<file path="src/rtl/legv8_control_unit.sv">
// LEGv8 multicycle control unit: two-cycle FETCH/EXECUTE sequencer that
// decodes a LEGv8 subset into a datapath control word and an immediate,
// owns the PC, and parks in HALT on any unsupported opcode.
module legv8_control_unit (
  input  logic        clock,
  input  logic        reset,
  input  logic [31:0] instruction,
  input  logic [3:0]  status,
  output logic [31:0] ControlWord,
  output logic [63:0] constant,
  output logic [31:0] pc,
  output logic        halted
);

  typedef enum logic [1:0] {S_FETCH = 2'd0, S_EXECUTE = 2'd1, S_HALT = 2'd2} state_t;
  typedef enum logic [2:0] {K_RTYPE, K_ITYPE, K_LDUR, K_STUR, K_B, K_CBZ, K_BAD} kind_t;

  state_t      r_state;
  state_t      w_state_next;
  logic [31:0] r_pc;
  logic [31:0] w_pc_next;
  logic [31:0] r_ir;

  kind_t       w_kind;
  logic [4:0]  w_fs;
  logic        w_c0;
  logic [31:0] w_b_off;
  logic [31:0] w_cbz_off;
  logic [63:0] w_imm12;
  logic [63:0] w_dt_sext;
  logic        w_unused_flags;

  // Only Z takes part in control decisions; V, C and N are ignored.
  assign w_unused_flags = ^status[3:1];

  assign w_b_off   = {{4{r_ir[25]}}, r_ir[25:0], 2'b00};
  assign w_cbz_off = {{11{r_ir[23]}}, r_ir[23:5], 2'b00};
  assign w_imm12   = {52'd0, r_ir[21:10]};
  assign w_dt_sext = {{55{r_ir[20]}}, r_ir[20:12]};
  assign pc        = r_pc;

  // State register: asynchronous reset restarts at a FETCH of address 0.
  always_ff @(posedge clock or negedge reset) begin
    if (!reset) begin
      r_state <= S_FETCH;
    end else begin
      r_state <= w_state_next;
    end
  end

  // PC and instruction register; IR loads during FETCH, PC moves at the end of EXECUTE.
  always_ff @(posedge clock or negedge reset) begin
    if (!reset) begin
      r_pc <= 32'd0;
      r_ir <= 32'd0;
    end else begin
      r_pc <= w_pc_next;
      if (r_state == S_FETCH) begin
        r_ir <= instruction;
      end
    end
  end

  // Opcode decode, longest opcode first (11, 10, 8, then 6 bits).
  always_comb begin
    w_kind = K_BAD;
    w_fs   = 5'b00000;
    w_c0   = 1'b0;
    case (r_ir[31:21])
      11'b10001011000: begin w_kind = K_RTYPE; w_fs = 5'b01000; end
      11'b11001011000: begin w_kind = K_RTYPE; w_fs = 5'b01001; w_c0 = 1'b1; end
      11'b10001010000: begin w_kind = K_RTYPE; w_fs = 5'b00000; end
      11'b10101010000: begin w_kind = K_RTYPE; w_fs = 5'b00100; end
      11'b11001010000: begin w_kind = K_RTYPE; w_fs = 5'b01100; end
      11'b11111000010: begin w_kind = K_LDUR;  w_fs = 5'b01000; end
      11'b11111000000: begin w_kind = K_STUR;  w_fs = 5'b01000; end
      default: begin
        case (r_ir[31:22])
          10'b1001000100: begin w_kind = K_ITYPE; w_fs = 5'b01000; end
          10'b1101000100: begin w_kind = K_ITYPE; w_fs = 5'b01001; w_c0 = 1'b1; end
          10'b1001001000: begin w_kind = K_ITYPE; w_fs = 5'b00000; end
          10'b1011001000: begin w_kind = K_ITYPE; w_fs = 5'b00100; end
          default: begin
            if (r_ir[31:24] == 8'b10110100) begin
              w_kind = K_CBZ;
              w_fs   = 5'b00100;
            end else if (r_ir[31:26] == 6'b000101) begin
              w_kind = K_B;
            end
          end
        endcase
      end
    endcase
  end

  // Next state and next PC; CBZ samples Z during its own EXECUTE cycle.
  always_comb begin
    w_state_next = r_state;
    w_pc_next    = r_pc;
    case (r_state)
      S_FETCH: w_state_next = S_EXECUTE;
      S_EXECUTE: begin
        w_state_next = S_FETCH;
        case (w_kind)
          K_BAD: w_state_next = S_HALT;
          K_B:   w_pc_next = r_pc + w_b_off;
          K_CBZ: w_pc_next = status[0] ? (r_pc + w_cbz_off) : (r_pc + 32'd4);
          default: w_pc_next = r_pc + 32'd4;
        endcase
      end
      default: w_state_next = S_HALT;
    endcase
  end

  // Outputs: decoded word only during EXECUTE, forced to zero while reset is low.
  always_comb begin
    ControlWord = 32'd0;
    constant    = 64'd0;
    halted      = (r_state == S_HALT);
    if (reset && (r_state == S_EXECUTE)) begin
      case (w_kind)
        K_RTYPE, K_ITYPE: begin
          ControlWord[4:0]   = r_ir[4:0];
          ControlWord[9:5]   = r_ir[9:5];
          ControlWord[14:10] = r_ir[20:16];
          ControlWord[15]    = 1'b1;
          ControlWord[16]    = (w_kind == K_ITYPE);
          ControlWord[21:17] = w_fs;
          ControlWord[22]    = w_c0;
          ControlWord[24]    = 1'b1;
          if (w_kind == K_ITYPE) begin
            constant = w_imm12;
          end
        end
        K_LDUR: begin
          ControlWord[4:0]   = r_ir[4:0];
          ControlWord[9:5]   = r_ir[9:5];
          ControlWord[15]    = 1'b1;
          ControlWord[16]    = 1'b1;
          ControlWord[21:17] = w_fs;
          ControlWord[23]    = 1'b1;
          ControlWord[26]    = 1'b1;
          ControlWord[28:27] = 2'b11;
          ControlWord[30]    = 1'b1;
          constant           = w_dt_sext;
        end
        K_STUR: begin
          ControlWord[9:5]   = r_ir[9:5];
          ControlWord[14:10] = r_ir[4:0];
          ControlWord[16]    = 1'b1;
          ControlWord[21:17] = w_fs;
          ControlWord[23]    = 1'b1;
          ControlWord[25]    = 1'b1;
          ControlWord[26]    = 1'b1;
          ControlWord[28:27] = 2'b11;
          ControlWord[29]    = 1'b1;
          constant           = w_dt_sext;
        end
        K_CBZ: begin
          ControlWord[9:5]   = r_ir[4:0];
          ControlWord[16]    = 1'b1;
          ControlWord[21:17] = w_fs;
        end
        default: ControlWord = 32'd0;
      endcase
    end
  end

endmodule

</file>
<file path="config.mk">
export PLATFORM = sky130hd
export DESIGN_NAME = legv8_control_unit
export DESIGN_NICKNAME = d
export VERILOG_FILES = /design/src/rtl/legv8_control_unit.sv
export SDC_FILE = /design/constraint.sdc
export NUM_CORES = 1
export LEC_CHECK = 0
export ABC_AREA = 1
export BUFFER_PORTS_ARGS = -buffer_cell sky130_fd_sc_hd__buf_2
export CORE_MARGIN = 5
export CORE_UTILIZATION = 50
export CTS_BUF_LIST = sky130_fd_sc_hd__clkbuf_8
export CTS_CLUSTER_DIAMETER = 120
export CTS_CLUSTER_SIZE = 14
export DETAILED_ROUTE_END_ITERATION = 10
export MAX_ROUTING_LAYER = met4
export PLACE_DENSITY = 0.73
export SYNTH_ARGS = -nofsm -noshare
export SYNTH_HDL_FRONTEND = slang
export SYNTH_SLANG_ARGS = --single-unit
</file>
<file path="constraint.sdc">
create_clock -name clock -period 10.9 [get_ports clock]
set_input_delay 1.09 -clock clock [delete_from_list [all_inputs] [get_ports clock]]
set_output_delay 1.09 -clock clock [all_outputs]
set_load 0.005 [all_outputs]
</file>
* Word level (Yosys, flattened, before mapping)
Cells that the tools add are included.
** Word-level totals
- Register bits :: 66
- Input bits :: 38
- Output and inout port bits :: 129
- Word-level logic and storage cells :: 69
** Operators by class
- Add/subtract/negate cells :: 3
- Equal/unequal tests :: 21
- Mux-type cells :: 28
- Bitwise logic cells :: 1
- Reduce and logical (&&, ||, !) cells :: 13
** Operators by type and width (number)
- case mux 64 bit (2 select lines) :: 1
- case mux 32 bit (3 select lines) :: 1
- equality test 11 bit (second input constant) :: 7
- adder 32 bit :: 2
- two-way mux 64 bit :: 1
- equality test 10 bit (second input constant) :: 4
- adder 32 x 3 -> 32 bit (second input constant) :: 1
- two-way mux 32 bit :: 1
- two-way mux 31 bit :: 1
- case mux 5 bit (2 select lines) :: 3
- case mux 4 bit (5 select lines) :: 1
- case mux 4 bit (4 select lines) :: 1
- two-way mux 12 bit :: 1
- equality test 3 bit (second input constant) :: 3
- two-way mux 3 bit :: 3
- case mux 3 bit (3 select lines) :: 1
- OR reduction 3 bit :: 3
- equality test 8 bit (second input constant) :: 1
- OR reduction 4 bit :: 2
- two-way mux 1 bit :: 7
- equality test 3 x 2 -> 1 bit (second input constant) :: 2
- equality test 6 x 3 -> 1 bit (second input constant) :: 1
- two-way mux 2 bit :: 3
- OR reduction 6 bit :: 1
- other kinds (13) :: 14

* Longest topological paths before layout
- Depth in word-level cells :: 9
- Mapped depth :: 17
- Depth with buffers taken out :: 17

* Worst setup path after synthesis
No wires, ideal clock.
- Path type :: input to output
- Start :: input reset
- End :: output constant[13]
- Arrival time :: 4411 ps
- Required time :: 9810 ps
- Slack :: 5399 ps
- Stages on the path :: 3
- Path through :: nand2_1 > nor3_1 > buf_4
** Between the ends
- Word-level cells in the longest chain between the ends :: 2
** RTL lines
- from (decl) :: RTL line 6 : input logic reset,
- logical AND 1 bit :: RTL line 120 : if (reset && (r_state == S_EXECUTE)) begin
- two-way mux 64 bit :: RTL line 120
- to (decl) :: RTL line 10 : output logic [63:0] constant,
No other way between the ends.

* Worst setup path after layout
- Start :: input reset
- End :: output ControlWord[14]
** Between the ends
- Word-level cells in the longest chain between the ends :: 2
** RTL lines
- logical AND 1 bit :: RTL line 120
- two-way mux 31 bit :: RTL line 120
- to (decl) :: RTL line 9 : output logic [31:0] ControlWord,
No other way between the ends.

==> results.ini <==
[logic_synthesis]
synth_area_leaders=nand2_1 (21%), dfrtp_1 (17%), ha_1 (7.9%), inv_1 (7.9%), nand3_1 (7.7%)
async_reset_ff_frac=1.00
netlist_instances=1557
synth_common_cells=nand2_1 (511), inv_1 (193), nor2_1 (147)
synth_edf_count=0
synth_area_um2=9200
synth.distinct_cells=54
yosysWarnings=0
yosysTopAreaCell=nand2_1
syn_area_per_cell_um2=5.91
ys_seq_elements=64
netlist.area_leader.share=0.209
synth.most_common_cell=nand2_1
yosys_most_used_dff=dfrtp_1
ys_seq_area_frac=0.174

[sta]
min_period_over_period=0.417
rsz0062_at_grt=no
fin_worst_skew_ns=0.0130
fmax_mhz=220
hold_viol_final=0
setup_violations=0
setup_total_negative_slack_ns=0
fin_crit_ns=4.54
drv_slew=0
worstMarginPinSlew_ns=1.04
slew-limit-headroom=0.305
whs_ns=0.579

[critical_path]
critPathTopFamily=buffers and inverters
cp_data_required_time_ns=9.81
crit_slowest_cell=buf_4
path_buf_inv=5
cp_max_fo=65
start_kind=input port
max_stage_delay_ns=0.67
cp_data_arrival_time_ns=3.45
worstSetupPathType=input port to output pin
cp-end-kind=output pin
path_cells=buf_2 -> buf_4 -> nand2_1 -> inv_1 -> nand2_2 -> inv_1 -> nand2_1 -> o21ai_0 -> buf_2

[floorplanning]
die_width_um=146
die_h_um=146
io_pins=167
core_um2=18000
rows=49
dieArea_um2=21200
start_util=0.510

[placed_design]
hpwl_mm=25.0
port_buffers=158
gp_congestion=1.04
placedCellCount=1864

[routing]
vias=10264
via_per_inst=5.46
wl_mm=31.3
drt_iter0_markers=870
drtAntennaViolNets=0
firstDrtPassIters=5
drc=0
avgRoutedWirePerCell_um=16.6

[clock_tree]
path_clk_slew_ns=0.08
cts.hold.buffers_added=0
cts_buffer_depth=2
clk_latency_ns=0.37
cts_htree_levels=3
cts_buffers=9
cts_tree=yes
cts_root_buf=clkbuf_8
clock-sinks=64
cts_resized=0
cts_setup_buffers=0

[pwr]
ir_worst_vdd_v=0.0000818
p_leak_uw=0.00554
p_per_area_nw_per_um2=162
total_power_uw=1610

[layout]
final_layout_size_suffix_gt1_frac=0.148
nNetsFinal=1744
area_delta_synth_final_pct=7.66
antenna_cells=0
fin_cells=1880

[global_routing]
track_usage=0.294
grt.overflow.total=0
grt_pass1_vias=9567
grt_max_degree=66
grt_pass1_wl_mm=49.5
antenna_found_initial=0

[hold_path]
hp-class=flip-flop to flip-flop

[outcome]
status=complete, no violations

[flow_run]
maxCapViolations=0

## flip-flops by register name, summed over array words and instances (netlist names)
name,flops
pc,30
r_ir,32
r_state,2
## path summary, 6_finish.rpt
| path | from | to | slack, ns | depth (start not counted) |
|---|---|---|---|---|
| worst max-delay path | reset | ControlWord[14] | 6.36 | 9 |
| worst min-delay path | r_ir[27]$_DFFE_PN0N_ | r_ir[27]$_DFFE_PN0N_ | 0.58 | 2 |
| worst max register to register | pc[2]$_DFFE_PN0P_ | pc[22]$_DFFE_PN0P_ | 7.95 | 15 |
| worst min register to register | r_ir[27]$_DFFE_PN0N_ | r_ir[27]$_DFFE_PN0N_ | 0.58 | 2 |
| max in group asynchronous | reset | pc[25]$_DFFE_PN0P_ | 9.41 | 2 |
| min in group asynchronous | reset | r_ir[4]$_DFFE_PN0N_ | 0.91 | 2 |
## area by class of cell
type,instances,area (µm²)
fill,1941,8130
multi-input combinational,1209,6260
sequential,64,1600
timing repair buffer,161,813
inverter,201,757
tap,229,287
clock buffer,9,124
clock inverter,7,56.3
## report_power, final
part	internal, µW	switching, µW	leakage (µW)
Combinational	361	682	0.00478
Sequential	275	92.0	0.000681
Clock	84.2	112	0.0000785
## worst min-delay path: stages, from the launching register on
cell and delay (ns):
dfrtp_1 0.34, inv_2 0.06, o21ai_0 0.14
## cells in the final DEF, fill, tap and decap left out, types with 3 or more instances in the layout
cell        synthesis  routed
a22oi_1             8       8
nand2_1           511     511
nor3_1             25      24
buf_4              62       3
or2_2              13      13
nand3_1           142     142
nand2_4             3       3
nand3b_1            5       5
o211ai_1            9       9
a21boi_0            3       3
dfrtp_1            64      64
xnor2_1            10      10
nor2_4              7       8
o21a_1              5       5
nor3b_1             3       3
a21oi_1            72      72
ha_1               58      58
nor2_1            147     146
conb_1              1       5
clkinvlp_4          0       4
o21ai_0            64      64
o21ai_2             7       7
o32ai_1             5       5
a31oi_1             3       3
inv_2               6       6
xor2_1             19      19
nor3_2              5       6
inv_1             193     193
nor2_2              6       6
or2_1               6       6
mux2_2             10      10
buf_2               5     158
nand4_1            17      17
o21ai_1             3       3
o21bai_1           12      12
clkbuf_8            0       9
a21o_1              3       3
## cell families (layout without fill, tap and decap cells)
kind of cell	Yosys count	after routing	share of synthesized area
buf+inv	288	378	0.148
xor+xnor	29	29	0.0276
simple gates	906	906	0.428
other cells	1	5	0.000408
mux	10	10	0.0122
compound gates	199	199	0.126
fa+ha+maj	60	60	0.0833
flops	64	64	0.174
## per-stage QoR
stage / area (µm²) / setup slack (ns) / utilization
after global placement: 9720 / 6.34 / 0.539
after CTS: 9900 / 6.31 / 0.549
after detailed placement: 9720 / 6.31 / 0.539
after global routing: 9900 / 6.04 / 0.549
after floorplan: 9210 / 5.40 / -
final: 9900 / 6.36 / 0.549
## metal layers
layer / routed length, µm / GRT usage / vias to the layer above / share of wire
li1: - / - / 5158 / -
met1: 13900 / 0.388 / 4652 / 0.45
met2: 14400 / 0.475 / 402 / 0.46
met3: 2150 / 0.0439 / 52 / 0.069
met4: 748 / 0.0765 / 0 / 0.024
met5: 0 / - / - / 0
No activity file was read; power rests on OpenSTA's default activity.
